`config.mk`:
```
export PLATFORM = sky130hd
export DESIGN_NAME = multi_alarm_unit
export DESIGN_NICKNAME = d
export VERILOG_FILES = /design/src/rtl/multi_alarm_unit.sv
export SDC_FILE = /design/constraint.sdc
export NUM_CORES = 1
export LEC_CHECK = 0
export BUFFER_PORTS_ARGS = -buffer_cell sky130_fd_sc_hd__clkbuf_2
export CORE_ASPECT_RATIO = 1.4
export CORE_UTILIZATION = 27
export CTS_CLUSTER_DIAMETER = 30
export DETAILED_ROUTE_END_ITERATION = 8
export RECOVER_POWER = 100
export SLEW_MARGIN = 25
export SYNTH_ARGS = -nofsm -noshare
export SYNTH_HDL_FRONTEND = slang
export SYNTH_SLANG_ARGS = --single-unit
```
`constraint.sdc`:
```
create_clock -name system_clk -period 2.7 [get_ports system_clk]
set_input_delay 0.405 -clock system_clk [delete_from_list [all_inputs] [get_ports system_clk]]
set_output_delay 0.405 -clock system_clk [all_outputs]
set_load 0.01 [all_outputs]
```
`src/rtl/multi_alarm_unit.sv`:
```
// Multi-channel BCD hr:min alarm controller with arbitration, ring timeout and pending queue.
// Optional snooze support is enabled by defining MULTI_ALARM_SNOOZE_EN.
module multi_alarm_unit #(
    parameter int NUM_ALARMS  = 4,
    parameter int IDX_W       = 2,
    parameter int RING_SECS   = 60,
    parameter int SNOOZE_MINS = 5
) (
    input  logic                  system_clk,
    input  logic                  reset,
    input  logic                  sec_tick,
    input  logic [7:0]            cur_sec,
    input  logic [7:0]            cur_min,
    input  logic [7:0]            cur_hr,
    input  logic                  wr_en,
    input  logic [IDX_W-1:0]      wr_idx,
    input  logic [7:0]            wr_min,
    input  logic [7:0]            wr_hr,
    input  logic                  wr_arm,
    input  logic                  dismiss,
    input  logic                  snooze,
    output logic                  alert,
    output logic [IDX_W-1:0]      active_idx,
    output logic [NUM_ALARMS-1:0] pending,
    output logic [NUM_ALARMS-1:0] armed
);

`ifdef MULTI_ALARM_SNOOZE_EN
    localparam int SNZ_LOAD = SNOOZE_MINS * 60;
    localparam int SNZ_W    = $clog2(SNZ_LOAD + 1);

    typedef enum logic [1:0] {IDLE, RING, SNOOZE} state_t;

    logic [SNZ_W-1:0] snz_cnt, snz_cnt_nxt;
`else
    typedef enum logic [1:0] {IDLE, RING} state_t;

    logic snooze_unused;
    assign snooze_unused = snooze;
`endif

    state_t                  state, state_nxt;
    logic [IDX_W-1:0]        idx_nxt;
    logic [IDX_W-1:0]        serve_idx;
    logic [7:0]              ring_cnt, ring_cnt_nxt;
    logic [NUM_ALARMS-1:0]   pending_nxt;
    logic [NUM_ALARMS-1:0]   hit;
    logic [7:0]              alarm_min [NUM_ALARMS];
    logic [7:0]              alarm_hr  [NUM_ALARMS];
    logic                    busy;
    logic                    disarm_wr;
    logic                    disarm_active;

    assign busy          = (state != IDLE);
    assign disarm_wr     = wr_en && !wr_arm;
    assign disarm_active = disarm_wr && (wr_idx == active_idx) && busy;

    // Compares against registered alarm values, so a same-cycle write is seen only afterwards
    always_comb begin
        hit = '0;
        for (int unsigned i = 0; i < NUM_ALARMS; i++) begin
            hit[i] = sec_tick && (cur_sec == 8'h00) && armed[i] &&
                     (alarm_hr[i] == cur_hr) && (alarm_min[i] == cur_min) &&
                     !(busy && (active_idx == IDX_W'(i)));
        end
    end

    always_comb begin
        serve_idx = '0;
        for (int unsigned i = NUM_ALARMS; i > 0; i--) begin
            if (pending[i-1]) serve_idx = IDX_W'(i - 1);
        end
    end

    always_comb begin
        state_nxt    = state;
        idx_nxt      = active_idx;
        ring_cnt_nxt = ring_cnt;
        pending_nxt  = pending | hit;
`ifdef MULTI_ALARM_SNOOZE_EN
        snz_cnt_nxt  = snz_cnt;
`endif
        case (state)
            IDLE: begin
                if (|pending) begin
                    state_nxt    = RING;
                    idx_nxt      = serve_idx;
                    ring_cnt_nxt = '0;
                    for (int unsigned i = 0; i < NUM_ALARMS; i++) begin
                        if (serve_idx == IDX_W'(i)) pending_nxt[i] = 1'b0;
                    end
                end
            end
            RING: begin
                if (dismiss) begin
                    state_nxt = IDLE;
`ifdef MULTI_ALARM_SNOOZE_EN
                end else if (snooze) begin
                    state_nxt   = SNOOZE;
                    snz_cnt_nxt = SNZ_W'(SNZ_LOAD);
`endif
                end else if (sec_tick) begin
                    if (ring_cnt >= 8'(RING_SECS - 1)) state_nxt = IDLE;
                    else ring_cnt_nxt = ring_cnt + 8'd1;
                end
            end
`ifdef MULTI_ALARM_SNOOZE_EN
            SNOOZE: begin
                if (dismiss) begin
                    state_nxt = IDLE;
                end else if (sec_tick) begin
                    if (snz_cnt <= SNZ_W'(1)) begin
                        state_nxt    = RING;
                        ring_cnt_nxt = '0;
                        snz_cnt_nxt  = '0;
                    end else begin
                        snz_cnt_nxt = snz_cnt - SNZ_W'(1);
                    end
                end
            end
`endif
            default: state_nxt = IDLE;
        endcase

        if (disarm_active) state_nxt = IDLE;

        for (int unsigned i = 0; i < NUM_ALARMS; i++) begin
            if (disarm_wr && (wr_idx == IDX_W'(i))) pending_nxt[i] = 1'b0;
        end
    end

    always_ff @(posedge system_clk or negedge reset) begin
        if (!reset) begin
            state      <= IDLE;
            active_idx <= '0;
            ring_cnt   <= '0;
            pending    <= '0;
            alert      <= 1'b0;
`ifdef MULTI_ALARM_SNOOZE_EN
            snz_cnt    <= '0;
`endif
        end else begin
            state      <= state_nxt;
            active_idx <= idx_nxt;
            ring_cnt   <= ring_cnt_nxt;
            pending    <= pending_nxt;
            alert      <= (state_nxt == RING);
`ifdef MULTI_ALARM_SNOOZE_EN
            snz_cnt    <= snz_cnt_nxt;
`endif
        end
    end

    always_ff @(posedge system_clk or negedge reset) begin
        if (!reset) begin
            armed <= '0;
            for (int unsigned i = 0; i < NUM_ALARMS; i++) begin
                alarm_min[i] <= '0;
                alarm_hr[i]  <= '0;
            end
        end else if (wr_en) begin
            for (int unsigned i = 0; i < NUM_ALARMS; i++) begin
                if (wr_idx == IDX_W'(i)) begin
                    alarm_min[i] <= wr_min;
                    alarm_hr[i]  <= wr_hr;
                    armed[i]     <= wr_arm;
                end
            end
        end
    end

endmodule

```
== Yosys cells after proc, flatten, opt, wreduce, memory -nomap -nowiden ==
Cells that the tools add are included.

* Register bits after elaboration: 85
* Output and inout bits: 11
* Logic and storage cells: 116

* $lt $le $gt $ge: 1
* Add/sub/neg operators: 1
* Equality and inequality tests: 24
* Reductions and logical operators: 47
* Multiplexer cells: 25
* Bitwise operators: 1

{| class="wikitable"
|+ Operators by type and width
! cell !! number
|-
| 8-bit equality test || 8
|-
| 8-bit two-way mux || 4
|-
| 1-bit logical AND || 28
|-
| 2-bit two-way mux || 9
|-
| 8-bit one-hot mux with 2 select lines || 1
|-
| 2-bit equality test, second input constant || 6
|-
| 2-bit by 1-bit equality test with 1-bit output, second input constant || 5
|-
| 2-bit AND reduction || 5
|-
| 8-bit by 1-bit adder with 8-bit output, second input constant || 1
|-
| 8-bit by 6-bit >= comparator with 1-bit output, second input constant || 1
|-
| 2-bit logical NOT || 4
|-
| 8-bit logical NOT || 1
|-
| 1-bit two-way mux || 8
|-
| 4-bit two-way mux || 2
|-
| 2-bit != test, second input constant || 4
|-
| 1-bit logical NOT || 5
|-
| 5-bit AND reduction || 1
|-
| 4-bit bitwise OR || 1
|-
| 2-bit one-hot mux with 2 select lines || 1
|-
| 2-bit nonzero test || 2
|-
| 4-bit OR reduction || 1
|-
| 2-bit equality test || 1
|}

== Depth between registers and ports, before layout ==
* Word-level depth: 11
* Mapped depth: 6
* Depth with buffers taken out: 6

== Worst setup path after synthesis ==
OpenSTA, ideal clock, no wires.

* Path kind: reg2reg
* Start point: register ring_cnt[0]
* End point: register ring_cnt[3]
* Setup time: 130 ps
* Path buffers: 0
* Arrival: 1463 ps
* Stages on the path, launching flop included: 7
* Setup slack: 1107 ps
* Required time: 2570 ps
* Cell sequence: dfrtp_1 > ha_1 > o2111ai_1 > and4_1 > and4_1 > xnor2_1 > nor2_1

* Cells in the longest elaborated chain, start to end: 5
* Elaborated cells between the ends (all ways): 8
* Classes of those cells: add/sub: 1; order compare: 1; eq/ne: 1; mux: 4; reduce/logical: 1

{| class="wikitable"
|+ Ends and longest elaborated chain
! what !! line !! source
|-
| from (decl) || 45 || <nowiki>logic [7:0] ring_cnt, ring_cnt_nxt;</nowiki>
|-
| from (signal assigned) || 145 || <nowiki>ring_cnt <= ring_cnt_nxt;</nowiki>
|-
| 8-bit by 1-bit adder with 8-bit output || 104 || <nowiki>else ring_cnt_nxt = ring_cnt + 8'd1;</nowiki>
|-
| 8-bit two-way mux || 103 || <nowiki>if (ring_cnt >= 8'(RING_SECS - 1)) state_nxt = IDLE;</nowiki>
|-
| 8-bit two-way mux || 102 || <nowiki>end else if (sec_tick) begin</nowiki>
|-
| 8-bit two-way mux || 95 || <nowiki>if (dismiss) begin</nowiki>
|-
| 8-bit one-hot mux with 2 select lines || 83 || <nowiki>case (state)</nowiki>
|}

Parallel ways exist; a longest one is shown, timed or not. The select of a mux whose other input is x is not followed.
A chain may end at the register's enable or synchronous reset.

== Worst setup path after layout ==
* Start point: input port wr_idx[1]
* End point: register alarm_min[25] (netlist name)

* Cells in the longest elaborated chain, start to end: 2

{| class="wikitable"
|+ Ends and longest elaborated chain
! what !! line !! source
|-
| from (decl) || 16 || <nowiki>input logic [IDX_W-1:0] wr_idx,</nowiki>
|-
| 2-bit logical NOT || 163 || <nowiki>if (wr_idx == IDX_W'(i)) begin</nowiki>
|-
| 2-bit AND reduction (no source line) || - ||
|-
| to (signal, indexed assignment) || 164 || <nowiki>alarm_min[i] <= wr_min;</nowiki>
|-
| to (decl) || 48 || <nowiki>logic [7:0] alarm_min [NUM_ALARMS];</nowiki>
|}

No other way between the ends.

==> results by group <==
Setup path
  – WP data required: 2920 ps
  – Worst setup path end: alarm_min[25]$_DFFE_PN0P_
  – Critical Path Start: wr_idx[1]
  – Top Family by Delay on Critical Path: buffers and inverters
  – Worst reg2reg setup slack: 870 ps
  – Crit-path max cell delay: 940 ps
  – CP startpoint kind: input port
  – CP Data Arrival Time: 2110 ps
  – Worst path slowest cell: clkbuf_1
  – Worst R2R Path Depth: 4
  – Critical path class: input port to register
  – RR Endpoint: ring_cnt[0]$_DFFE_PN0P_
  – WP buf/inv: 2
  – Worst r2r src: state[0]$_DFF_PN0_
  – WP depth: 4
  – CP Cell Sequence: clkbuf_1, nor3b_1, clkbuf_1, mux2_2
  – Cell repeated most along the worst path: clkbuf_1
  – Crit Path Max Fanout: 18
  – Crit path capture type: register

Power and ir drop
  – Overall power: 3.41 mW
  – Ratio of total power to cell area: 700 mW/mm^2
  – Pleak: 2.02 nW
  – Peak VDD IR: 0.240 mV

Global route
  – Grt ovf: 0
  – Initial antenna violation count: 0
  – Vias in the first global route: 2872
  – First-pass GRT wire length: 15.2 mm
  – Largest net degree at the start of global routing: 86
  – Total track usage: 13.0%

Clock tree
  – Clock H-tree levels: 3
  – Cts bufs inserted: 9
  – CTS Sinks: 85
  – CTS tree: done
  – CTS Buffer Depth: 2
  – Reg clk slew, reported paths: 60 ps
  – Clock Tree Root: clkbuf_16
  – Later-pin clock latency in the skew report: 340 ps
  – Resized Gates After CTS: 0
  – CTS Hold Bufs: 0
  – Post-CTS setup buffers: 0

Synthesis
  – Synthesis-stage register bit count: 85
  – EDFF count, synth: 0
  – Syn Area/Cell: 12.8 um^2
  – Cell type with the largest total area after synthesis: dfrtp_1
  – Mapped cell area: 0.00408 mm^2
  – Top_reg_cell synth: dfrtp_1
  – Syn_nets: 368
  – Gate Count Post-Synth: 318
  – Synth top area share: 52.1%
  – Post-synthesis sequential area ratio: 52.1%
  – Largest cells by area after synthesis: dfrtp_1, mux2_2, xnor2_1
  – Synth cell types: 36
  – Fraction of registers with async set/reset: 100%
  – Syn. warnings: 0

STA
  – Final hold slack: 153 ps
  – Final Setup Violations: 0
  – Max frequency: 529 MHz
  – Period utilisation layout: 70.1%
  – Clk_skew: 4.04 ps
  – Worst Tran Pin Value: 1280 ps
  – Final setup TNS: 0 ps
  – Fin crit period: 1890 ps
  – RSZ-0062 raised after global routing: false
  – Final slew viol count: 0
  – Final worst slack: 808 ps
  – Final hold violation count: 0
  – Max_slew headroom: 14.6%

Final layout
  – N_diodes: 0
  – Most frequent cells in the layout: dfrtp_1, mux2_2, xnor2_1, clkbuf_2, xor2_1
  – Final non-filler cell total: 575
  – Final net count: 432
  – Fillers: 1480
  – Reg area: 0.00213 mm^2
  – Share of cells above drive strength 1: 33.9%
  – Commonest non-fill, non-tap cell in the layout: dfrtp_1
  – Area of the multi-input gates: 0.00189 mm^2
  – Syn-to-layout area delta: 19.4%

Die
  – Initial Utilization: 27.9%
  – # rows: 52
  – Core Footprint: 0.0146 mm^2
  – Die area: 0.0156 mm^2
  – I/O Pins: 60
  – Die Y: 147 um
  – Die width: 106 um

Routing
  – Metal2 WL: 4.89 mm
  – Iter 0 DRT Violations: 63
  – WL met1: 3.96 mm
  – Drt first pass iters: 5
  – DR top layer: met4
  – Via count: 2654
  – Residual DRC: 0
  – Post-Route WL: 9.38 mm
  – DR WL/cell: 16.3 um
  – Met3 Wirelength: 385 um
  – Vias per inst: 4.62
  – Antenna-violating nets left: 0

Place
  – Detailed Place HPWL: 6.98 mm
  – Dpl ws: 797 ps
  – Placer Congestion: 0.763
  – Dpl cells: 560
  – Port Buffers: 58

Flow run
  – Maximum capacitance violations: 0

Min path
  – Min-Delay Path Class: input port to async pin

Run status
  – Status: finished clean
registers in the layout, indices dropped and copies added (netlist names):
signal / count
alarm_min: 32
active_idx: 2
ring_cnt: 8
state: 2
alert: 1
armed: 4
alarm_hr: 32
pending: 4
cell families after synthesis:
family | count (synthesis) | synth area share, %
other cells | 1 | 0.0919
mux | 69 | 19.0
flops | 85 | 52.1
buf+inv | 13 | 1.35
simple gates | 63 | 8.83
fa+ha+maj | 1 | 0.307
compound gates | 17 | 3.41
xor+xnor | 69 | 14.8
report_power, final:
part | switching (mW) | total [mW] | leakage, nW | internal, mW
clock network | 0.461 | 1.22 | 0.143 | 0.763
registers | 0.129 | 1.60 | 1.04 | 1.47
logic | 0.259 | 0.584 | 0.839 | 0.325
total | 0.849 | 3.41 | 2.02 | 2.56
per-layer routing:
| metal | track usage, % | vias up |
|---|---|---|
| li1 | - | 1260 |
| met4 | 4.65 | 0 |
| met3 | 3.75 | 11 |
| met1 | 15.3 | 1326 |
| met5 | 0 | - |
| met2 | 22.6 | 57 |
layout make-up:
type	instances	area share (%)
well taps	189	4.85
repair buffers	63	6.34
inverters	3	0.231
clock inverters	1	0.616
clock buffers	14	5.42
multi-input cells	220	38.9
flip-flops and latches	85	43.7
metrics by stage:
step / utilization [%] / cell area [um^2]
final: 33.3 / 4870
after global routing: 33.3 / 4870
after CTS: 33.6 / 4910
after detailed placement: 31.6 / 4620
after global placement: 31.6 / 4620
after floorplan: - / 4080
cell usage after synthesis (4+ instances only):
master,instances
nor2_1,14
clkbuf_1,4
dfrtp_1,85
mux2_2,69
xor2_1,24
nor4_1,7
nand4_1,13
buf_2,5
nand2_1,10
xnor2_1,45
worst min-delay path by stage:
stage                from                        end  slack, ps  cells after the start
finish              reset    ring_cnt[5]$_DFFE_PN0P_        150                      2
global route        reset            alert$_DFF_PN0_        200                      2
CTS                 reset    ring_cnt[4]$_DFFE_PN0P_        120                      2
detailed placement  reset    ring_cnt[3]$_DFFE_PN0P_        480                      2
global placement    reset    ring_cnt[5]$_DFFE_PN0P_        480                      2
floorplan           reset  active_idx[0]$_DFFE_PN0P_        110                      0
Note: power is estimated with default switching activity, not from simulation.
